`src/rtl/obi_dual_mem_arbiter.sv`:
```
// obi_dual_mem_arbiter: round-robin arbiter of two OBI masters onto one slave, one outstanding transaction, response watchdog
module obi_dual_mem_arbiter #(
   parameter int ADDR_WIDTH = 32,
   parameter int DATA_WIDTH = 32,
   parameter int TIMEOUT    = 16
) (
   input  logic                    clk_i,
   input  logic                    rst_ni,
   input  logic                    m0_req_i,
   input  logic [ADDR_WIDTH-1:0]   m0_addr_i,
   input  logic                    m0_we_i,
   input  logic [DATA_WIDTH/8-1:0] m0_be_i,
   input  logic [DATA_WIDTH-1:0]   m0_wdata_i,
   output logic                    m0_gnt_o,
   output logic                    m0_rvalid_o,
   output logic [DATA_WIDTH-1:0]   m0_rdata_o,
   output logic                    m0_err_o,
   input  logic                    m1_req_i,
   input  logic [ADDR_WIDTH-1:0]   m1_addr_i,
   input  logic                    m1_we_i,
   input  logic [DATA_WIDTH/8-1:0] m1_be_i,
   input  logic [DATA_WIDTH-1:0]   m1_wdata_i,
   output logic                    m1_gnt_o,
   output logic                    m1_rvalid_o,
   output logic [DATA_WIDTH-1:0]   m1_rdata_o,
   output logic                    m1_err_o,
   output logic                    s_req_o,
   output logic [ADDR_WIDTH-1:0]   s_addr_o,
   output logic                    s_we_o,
   output logic [DATA_WIDTH/8-1:0] s_be_o,
   output logic [DATA_WIDTH-1:0]   s_wdata_o,
   input  logic                    s_gnt_i,
   input  logic                    s_rvalid_i,
   input  logic [DATA_WIDTH-1:0]   s_rdata_i
);
   localparam int CW = (TIMEOUT > 2) ? $clog2(TIMEOUT) : 1;
   typedef enum logic [1:0] {IDLE, HOLD, WAIT} state_t;
   state_t state, state_nx;
   logic prio, prio_nx, owner, owner_nx;
   logic [CW-1:0] wdog, wdog_nx;
   logic winner, sel, sel_req, timeout, resp, gnt, data_ok;
   always_comb begin
      winner   = m1_req_i & (~m0_req_i | prio);
      sel      = (state == IDLE) ? winner : owner;
      sel_req  = sel ? m1_req_i : m0_req_i;
      timeout  = (state == WAIT) && (wdog == CW'(TIMEOUT - 1));
      resp     = (state == WAIT) && (s_rvalid_i || timeout);
      gnt      = rst_ni && (state != WAIT) && sel_req && s_gnt_i;
      data_ok  = resp && s_rvalid_i;
      state_nx = state;
      prio_nx  = prio;
      owner_nx = owner;
      wdog_nx  = wdog;
      if (state == IDLE && (m0_req_i || m1_req_i)) begin
         owner_nx = winner;
         state_nx = s_gnt_i ? WAIT : HOLD;
      end
      if (state == HOLD) state_nx = !sel_req ? IDLE : (s_gnt_i ? WAIT : HOLD);
      if (state == WAIT) begin
         wdog_nx = resp ? '0 : wdog + 1'b1;
         if (resp) begin
            prio_nx  = ~owner;
            state_nx = IDLE;
         end
      end
   end
   always_ff @(posedge clk_i or negedge rst_ni) begin
      if (!rst_ni) begin
         state <= IDLE;
         prio  <= 1'b0;
         owner <= 1'b0;
         wdog  <= '0;
      end else begin
         state <= state_nx;
         prio  <= prio_nx;
         owner <= owner_nx;
         wdog  <= wdog_nx;
      end
   end
   // Outputs are forced low while reset is held, even though inputs may toggle.
   assign s_req_o     = rst_ni && (state != WAIT) && sel_req;
   assign s_addr_o    = !rst_ni ? '0 : (sel ? m1_addr_i : m0_addr_i);
   assign s_we_o      = rst_ni && (sel ? m1_we_i : m0_we_i);
   assign s_be_o      = !rst_ni ? '0 : (sel ? m1_be_i : m0_be_i);
   assign s_wdata_o   = !rst_ni ? '0 : (sel ? m1_wdata_i : m0_wdata_i);
   assign m0_gnt_o    = gnt && !sel;
   assign m1_gnt_o    = gnt && sel;
   assign m0_rvalid_o = resp && !owner;
   assign m1_rvalid_o = resp && owner;
   assign m0_err_o    = resp && !s_rvalid_i && !owner;
   assign m1_err_o    = resp && !s_rvalid_i && owner;
   assign m0_rdata_o  = (data_ok && !owner) ? s_rdata_i : '0;
   assign m1_rdata_o  = (data_ok && owner) ? s_rdata_i : '0;
endmodule
```
`config.mk`:
```
export PLATFORM = sky130hd
export DESIGN_NAME = obi_dual_mem_arbiter
export DESIGN_NICKNAME = d
export VERILOG_FILES = /design/src/rtl/obi_dual_mem_arbiter.sv
export SDC_FILE = /design/constraint.sdc
export NUM_CORES = 1
export LEC_CHECK = 0
export CAP_MARGIN = 20
export CORE_AREA = 5 5 120 122
export DETAILED_ROUTE_END_ITERATION = 8
export DIE_AREA = 0 0 125 127
export GPL_TIMING_DRIVEN = 0
export HOLD_SLACK_MARGIN = 0.08
export PLACE_DENSITY = 0.78
export SLEW_MARGIN = 20
export SYNTH_ARGS = -nofsm -noshare
export SYNTH_HDL_FRONTEND = slang
export SYNTH_SLANG_ARGS = --single-unit
```
`constraint.sdc`:
```
create_clock -name clk_i -period 2.7 [get_ports clk_i]
set_input_delay 0.81 -clock clk_i [delete_from_list [all_inputs] [get_ports clk_i]]
set_output_delay 0.81 -clock clk_i [all_outputs]
set_load 0.05 [all_outputs]
```
==> summary.txt, run 1 <==
Synthesis
  • Synth area leaders: a32oi_1, o2111ai_1, or4_1
  • Yosys warns: 0
  • Asr flop ratio synth: 1.00
  • Top FF cell, synth: dfrtp_1
  • Distinct cells, synth: 35
  • Synthesized netlist cell count: approximately 560
  • Mapped cell area: 3670 um2
  • Seq/Total Area, Yosys: 0.0545
  • Top cell type's share of synthesized area: 0.165
  • Mean Syn Cell Area: around 6.5 um2
  • Syn nets: about 740
  • Number of synthesized flops with an enable pin: 0
  • Largest area contributor in the netlist: a32oi_1
  • Yosys reg bits: 8

Detailed routing
  • Drt via density: approximately 6.6
  • Pre-Repair DR Iteration Count: 5
  • Final ANT Viol Nets: 0
  • Wire per inst: 27.5 um
  • 1st-iter DRT viols: slightly above 600
  • Routed vias: 7270
  • # DRC: 0
  • WL final: between 30 and 40 mm

Timing
  • Setup violators final: 72
  • Period utilization: 1.09
  • Worst-Margin Slew: roughly 450 ps
  • Setup ws final: -232 ps
  • Rel. slew slack: 0.697
  • Slew Viols, Final: 0
  • Tmin final: between 2000 and 3000 ps
  • Clock Skew: ~2.6 ps
  • Fmax: roughly 0.34 GHz
  • Fin. Hold Viols: 0
  • Unrepaired setup endpoints after global routing: true

Clocking
  • CTS buffer count: 3
  • H-tree depth: 1
  • Clk buf depth: 2
  • Clock sink total: 8
  • Clock-pin slew on the worst setup and hold paths: 40 ps
  • Clk_lat worst skew: 240 ps
  • CTS Root Cell: clkbuf_16
  • TritonCTS clock tree: yes

Hold path
  • Tightest Hold Check Type: primary input to async pin

Placement
  • Post-Place Worst Slack: -2040 ps
  • Port buffer count: 314
  • Cell Area, Placed: between 8000 and 9000 um2
  • Final Wtd Congestion: 0.915
  • Detail Placement HPWL: ~19 mm

Layout
  • Fin nets: around 1100
  • Post-layout instance area: 11000 um2
  • Most used cells in the layout excluding fill and tap cells: clkdlybuf4s50_1, buf_8, or4_4
  • Multi-input gate area: approximately 5300 um2
  • Fillers: around 700
  • Area grow syn2layout: 199%
  • Commonest non-fill, non-tap cell in the layout: clkdlybuf4s50_1
  • Register area: 200 um2
  • Layout cells sized above 1: 0.688

Die
  • Starting density of the core: 0.281
  • # IOs: 316
  • Die W: 125 um
  • Core Area: ~13000 um2
  • Chip height: 127 um
  • Die Area: 15900 um2
  • Site Rows: 42

Pwr
  • VDD IR max: approximately 0.63 mV
  • PwrDens: around 940 nW/um2
  • Leak: roughly 4.6 nW

GRT
  • First-pass GRT wire length: around 44 mm
  • Vias in the first global route: 7630
  • Largest net degree at the start of global routing: 11
  • GRT overflow: 0
  • Initial antenna violation count: 5
  • Total GRT Usage: 0.340

Critical path
  • Worst Setup SP: state[1]
  • CP most frequent cell: buf_8
  • Largest stage delay, worst path: between 500 and 600 ps
  • Reg-to-reg slack, setup: approximately 990 ps
  • Reg2reg start: state[1]
  • Worst path slowest cell: or4_4
  • Critical Path End Type: output port
  • CP Class: flop to output port
  • CP startpoint kind: flop
  • Critical-path cell list: or2_4 > buf_12 > buf_8 > or4_4 > nand3_4 > buf_8
  • Crit-path max FO: 8
  • Critical Path AT: 2120 ps
  • Worst path required time: about 1900 ps

Status
  • Status: complete, but fails checks
  • Failing checks: setup timing

Run
  • Max-Cap Viols: 0
## path summary, 6_finish.rpt
kind | endpoint | cells after the start
setup / recovery | s_wdata_o[18] | 6
hold / removal | state[1] | 2
setup reg to reg | owner | 5
hold reg to reg | wdog[1] | 2
max in group asynchronous | wdog[3] | 2
min in group clk_i | wdog[1] | 2
## where the power goes
group          internal, W  switching [W]  total (W)
clock network     0.000192      0.0000665   0.000258
logic              0.00414        0.00571    0.00985
registers         0.000167      0.0000524   0.000220
total              0.00450        0.00583     0.0103
## flip-flops by register name, indices dropped and copies added, names as in the netlist
signal	count
prio	1
owner	1
state	2
wdog	4
## synthesized netlist by cell type (2+ instances only)
cell / n
buf_2: 16
a32oi_1: 69
buf_6: 5
nand2b_1: 2
inv_1: 2
nor4b_1: 2
a21o_1: 2
and3_1: 3
nand2_1: 74
o2111ai_1: 69
nor2_1: 5
o21ai_0: 3
nor4_1: 3
o31ai_1: 2
nand3_1: 72
and2_1: 64
dfrtp_1: 8
nor2b_1: 3
or4_1: 70
nor3_1: 2
clkbuf_1: 73
a211oi_1: 2
## cells by family (layout without fill, tap and decap cells)
logic type,Yosys count,after routing,share of synthesized area
buffers and inverters,98,454,0.116
AO/OA/AOI/OAI,153,153,0.359
multiplexers,2,2,0.00579
flip-flops,8,8,0.0545
other,0,5,0
adder cells (fa/ha/maj),1,1,0.00341
AND/OR/NAND/NOR,302,302,0.462
## what timing repair did
item	4_1_cts	5_1_grt
gates cloned	21	5
setup endpoints to repair	140	128
resized for setup	1372	157
hold buffers	0	0
pin swaps	80	26
setup buffers	14	6
## per-layer routing
| layer | track usage | vias up | wire length [um] |
|---|---|---|---|
| met5 | 0 | - | 7 |
| li1 | - | 3031 | - |
| met2 | 0.617 | 544 | 15300 |
| met3 | 0.0618 | 158 | 2290 |
| met4 | 0.169 | 2 | 2020 |
| met1 | 0.382 | 3535 | 10800 |
## critical path, delay by kind of cell (launching register included)
kind / cells / cell delay [ps]
DFF: 1 / 430
buffers and inverters: 3 / 440
and+or+nand+nor: 3 / 1010
## layout make-up
| class | instances | area share |
|---|---|---|
| diodes | 5 | 0.00114 |
| plain buffers | 90 | 0.111 |
| clock buffers | 3 | 0.00684 |
| inverters | 3 | 0.00194 |
| multi-input cells | 458 | 0.485 |
| flip-flops and latches | 8 | 0.0182 |
| well taps | 176 | 0.0201 |
| repair buffers | 358 | 0.356 |
## per-stage QoR
stage	hold slack, ps	instances	setup TNS [ps]	utilization	power (W)
after floorplan	488	564	-1510	-	0.00488
after global placement	511	1054	-187680	0.618	0.00700
after detailed placement	529	1054	-196170	0.618	0.00709
after CTS	512	1089	-11090	0.791	0.00963
after global routing	545	1099	-14370	0.838	0.0106
final	530	1101	-12200	0.839	0.0103
Note: power is estimated with default switching activity, not from simulation.
==> inputs of run 2 (changes only) <==
PLACE_DENSITY = 0.75   (was 0.78)
clock period = 3.4 ns   (was 2.7 ns; I/O delays follow)
==> summary.txt, run 2 (synthesis gave the netlist of run 1 again) <==
Layout
  • Layout cells sized above 1: 0.375
  • Area grow syn2layout: 128%
  • Fin nets: between 1000 and 1500
  • Layout Cells excl Fill: ~1100
  • Multi-input gate area: 3720 um2
  • Max reg flops: 4
  • Register area: ~200 um2
  • Reg with most FFs: wdog
  • Top flop regs: wdog (4), state (2)
  • Commonest non-fill, non-tap cell in the layout: clkdlybuf4s50_1
  • Most used cells in the layout excluding fill and tap cells: clkdlybuf4s50_1, nand2_1, and2_1
  • Fillers: 1147

Clocking
  • Clk_lat worst skew: roughly 240 ps
  • Clock sink total: 8
  • CTS Root Cell: clkbuf_16
  • CTS buffer count: 3
  • TritonCTS clock tree: yes
  • Clk buf depth: 2
  • H-tree depth: 1
  • Clock-pin slew on the worst setup and hold paths: ~40 ps

Detailed routing
  • Routed vias: approximately 6400
  • # DRC: 0
  • Final ANT Viol Nets: 0
  • Drt via density: between 6 and 7
  • WL final: 24.1 mm
  • Wire per inst: around 23 um
  • 1st-iter DRT viols: about 450
  • Pre-Repair DR Iteration Count: 5

Pwr
  • Sw frac: 0.616
  • PwrDens: 732 nW/um2
  • Clock power share: 0.033
  • Seq pwr share: 0.026
  • P_int: roughly 0.0023 W
  • Logic gate share of total power: 0.941
  • Switching power: between 0.003 and 0.004 W
  • VDD IR max: approximately 0.41 mV
  • Leak: around 3.5 nW

Die
  • Site Rows: 42
  • Starting density of the core: 0.281
  • Core Area: approximately 13000 um2
  • # IOs: 316
  • Chip height: about 130 um
  • Die Area: between 15000 and 20000 um2
  • Die W: ~130 um

Timing
  • Slew Viols, Final: 0
  • Worst-Margin Slew: 623 ps
  • Rel. slew slack: 0.584
  • Final Hold Slack: 554 ps
  • Clock Skew: 2.05 ps
  • Fmax: around 0.29 GHz
  • Fin. Hold Viols: 0
  • Tmin final: 3400 ps
  • Setup ws final: -0.529 ps
  • Unrepaired setup endpoints after global routing: true
  • Period utilization: 1.00
  • Setup violators final: 1

Hold path
  • Tightest Hold Check Type: flop to flop
  • Worst hold stages: 2

Critical path
  • CP Class: primary input to output port
  • CP startpoint kind: primary input
  • Reg2Reg Depth: 5
  • Critical Path AT: 2380 ps
  • Critical Path End Type: output port
  • Crit-path max FO: 10
  • Worst path required time: about 2400 ps
  • Reg-to-reg slack, setup: roughly 1600 ps

GRT
  • Total GRT Usage: 0.269
  • Largest net degree at the start of global routing: 11
  • Initial antenna violation count: 4
  • GRT overflow: 0
  • Vias in the first global route: roughly 6200
  • First-pass GRT wire length: around 35 mm

Placement
  • Detail Placement HPWL: 17.8 mm
  • Port buffer count: approximately 310
  • Final Wtd Congestion: ~0.92
  • Inst Count DP: ~1100

Status
  • Status: complete, but fails checks
  • Failing checks: setup timing

Run
  • Max-Cap Viols: 0
## run 2: changes by cell type in the layout (fill, tap and decap cells not counted), sizes merged
cell           before  now
clkdlybuf4s50     105  171
buf               198  110
dlymetal6s2s        8    4
diode               5    4
clkdlybuf4s15       4   58
clkbuf             78   62
clkdlybuf4s18       0    1
dlygate4sd2        58    5
## run 2: cell type report
class	instances	share of cell area
clock buffer	3	0.00897
inverter	3	0.00135
timing repair buffer	315	0.409
buffer	93	0.0839
sequential	8	0.0239
multi-input combinational	458	0.445
tap	176	0.0263
antenna	4	0.00120
## run 2: critical path, stage by stage
cell and delay [ps]:
buf_2 130, nor2b_4 130, buf_4 160, clkbuf_8 160
or4_1 500, nand3_2 110, buf_6 160
## run 2: layer usage
| metal | GRT usage | up-vias | part of all wire |
|---|---|---|---|
| li1 | - | 2947 | - |
| met1 | 0.318 | 3055 | 0.38 |
| met2 | 0.491 | 381 | 0.51 |
| met3 | 0.0484 | 51 | 0.073 |
| met4 | 0.0906 | 0 | 0.035 |
| met5 | 0 | - | 0 |
## run 2: worst paths after layout
path | from | end
worst max-delay path | m0_req_i | s_wdata_o[8]
max in group asynchronous | rst_ni | wdog[1]
worst min register to register | wdog[1] | wdog[1]
worst max register to register | state[0] | owner
min in group asynchronous | rst_ni | wdog[0]
worst min-delay path | wdog[1] | wdog[1]
## run 2: power groups by stage
stage / Clock, W / Sequential, W / Combinational, W
after floorplan: 0 / 0.000153 / 0.00322
after global placement: 0 / 0.000157 / 0.00495
after detailed placement: 0 / 0.000159 / 0.00495
after CTS: 0.000204 / 0.000162 / 0.00535
after global routing: 0.000209 / 0.000167 / 0.00600
final: 0.000201 / 0.000162 / 0.00576
## run 2: metrics by stage
step	utilization	power, W	TNS [ps]	setup slack [ps]	instance area (um2)
6_report	0.640	0.00612	-0.529	-0.529	8370
2_1_floorplan	-	0.00338	-874	-365	3760
3_5_place_dp	0.545	0.00511	-163530	-1940	7130
4_1_cts	0.601	0.00572	-36.0	-32.7	7860
3_3_place_gp	0.545	0.00511	-162160	-1920	7130
5_1_grt	0.640	0.00637	-346	-77.5	8370
## run 2: timing repair
action,CTS,global route
gates resized for setup,844,140
cloned,0,0
endpoints found under the setup margin,138,101
buffers inserted,1,0
pin swaps,12,5
hold buffers,0,0
==> inputs of run 3 (changes only) <==
clock period = 3.46 ns   (was 3.4 ns; I/O delays follow)
==> summary.txt, run 3 (synthesis gave the netlist of run 1 again) <==
Status
  • Status: complete, no violations

Timing
  • Unrepaired setup endpoints after global routing: true
  • Slew Viols, Final: 0
  • Fin. Hold Viols: 0
  • Setup ws final: 16.4 ps
  • Fmax: 0.290 GHz
  • Worst-Margin Slew: approximately 560 ps
  • Clock Skew: 0.296 ps
  • Rel. slew slack: 0.625
  • Setup violators final: 0
  • Tmin final: 3440 ps
  • Period utilization: 0.995

Placement
  • Post-Place Worst Slack: -1900 ps
  • Port buffer count: 314
  • Detail Placement HPWL: about 18 mm
  • Final Wtd Congestion: 0.889
  • Inst Count DP: about 1100

Clocking
  • H-tree depth: 1
  • Clk_lat worst skew: 240 ps
  • CTS Root Cell: clkbuf_16
  • CTS buffer count: 3
  • TritonCTS clock tree: yes
  • Clk buf depth: 2
  • Clock-pin slew on the worst setup and hold paths: around 40 ps
  • Clock sink total: 8

Layout
  • Most used cells in the layout excluding fill and tap cells: clkdlybuf4s50_1, nand2_1, o2111ai_1
  • Fin util: 0.609
  • Fin nets: 1061
  • Commonest non-fill, non-tap cell in the layout: clkdlybuf4s50_1
  • Area grow syn2layout: 117%
  • Layout cells sized above 1: 0.327
  • Reg with most FFs: wdog
  • Layout Cells excl Fill: 1063
  • Max reg flops: 4
  • Top flop regs: wdog (4), state (2)

Detailed routing
  • Pre-Repair DR Iteration Count: 5
  • 1st-iter DRT viols: approximately 610
  • Routed vias: between 6000 and 7000
  • WL final: 23.7 mm
  • Final ANT Viol Nets: 0
  • # DRC: 0
  • Wire per inst: ~22 um
  • Drt via density: ~6

Critical path
  • CP Class: primary input to output port
  • Reg2reg start: state[0]
  • Reg2Reg Depth: 5
  • Critical Path AT: between 2000 and 2500 ps
  • Reg-to-reg slack, setup: 1670 ps
  • Critical Path End Type: output port
  • RR Endpoint: owner
  • Crit-path max FO: 10
  • Worst path required time: roughly 2400 ps
  • CP startpoint kind: primary input

GRT
  • Initial antenna violation count: 5
  • First-pass GRT wire length: 34.9 mm
  • Total GRT Usage: 0.265
  • GRT overflow: 0
  • Largest net degree at the start of global routing: 11
  • Vias in the first global route: 6079

Pwr
  • VDD IR max: just over 0.4 mV
  • PwrDens: between 700 and 800 nW/um2
  • Leak: around 3.3 nW

Die
  • Core Area: around 13000 um2
  • Starting density of the core: 0.281
  • Site Rows: 42
  • Die Area: around 16000 um2
  • # IOs: between 300 and 400
  • Chip height: roughly 130 um
  • Die W: roughly 130 um

Hold path
  • Tightest Hold Check Type: flop to flop
  • Worst hold stages: 2
  • Worst Hold End: wdog[1]
  • Worst Hold Launch: wdog[1]

Run
  • Max-Cap Viols: 0
==> run 3: report_power, final <==
group          internal, W  leakage (nW)  switching, W
logic              0.00189          3.18       0.00352
clock network     0.000149        0.0370     0.0000478
registers         0.000131         0.101     0.0000277
total              0.00217          3.31       0.00359
==> run 3: critical path: stages <==
cell and delay (ps):
buf_2 130, nor2b_4 140, buf_4 150, clkbuf_4 170, or4_1 510, nand3_2 120, buf_8 150
==> run 3: stage by stage <==
step                area, um2  setup TNS, ps  total power (W)  hold slack [ps]
floorplan                3760           -814          0.00332              481
global placement         7130        -155360          0.00501              496
detailed placement       7130        -157530          0.00501              502
CTS                      7470              0          0.00533              540
global route             7980           -285          0.00601              582
finish                   7980              0          0.00576              534
==> run 3: worst max-delay path by stage <==
stage	startpoint	end	slack, ps	cells past startpoint
after detailed placement	rst_ni	s_wdata_o[21]	-1900	9
after global routing	m0_req_i	s_addr_o[26]	-40	7
after CTS	m0_req_i	s_wdata_o[6]	1	7
after floorplan	s_rvalid_i	m0_err_o	-340	2
final	m0_req_i	s_addr_o[26]	20	7
after global placement	rst_ni	s_wdata_o[23]	-1900	9
==> run 3: metal layers <==
metal,vias up,wire (um),global-route usage
met5,-,0,0
met1,3094,9010,0.314
li1,2948,-,-
met2,396,12000,0.483
met3,37,1960,0.0555
met4,0,740,0.0746
==> run 3: layout make-up <==
type / instances / area, um2
diodes: 5 / 12.5
plain buffers: 93 / 637
clock buffers: 3 / 75.1
fillers: 1217 / 5110
inverters: 3 / 13.8
multi-input cells: 458 / 3460
flip-flops and latches: 8 / 200
well taps: 176 / 220
repair buffers: 317 / 3360
==> run 3: repair_timing <==
item,in CTS,in global routing
setup buffers,3,0
resized for setup,773,126
endpoints found under the setup margin,139,125
pin swaps,0,0
hold buffers,0,0
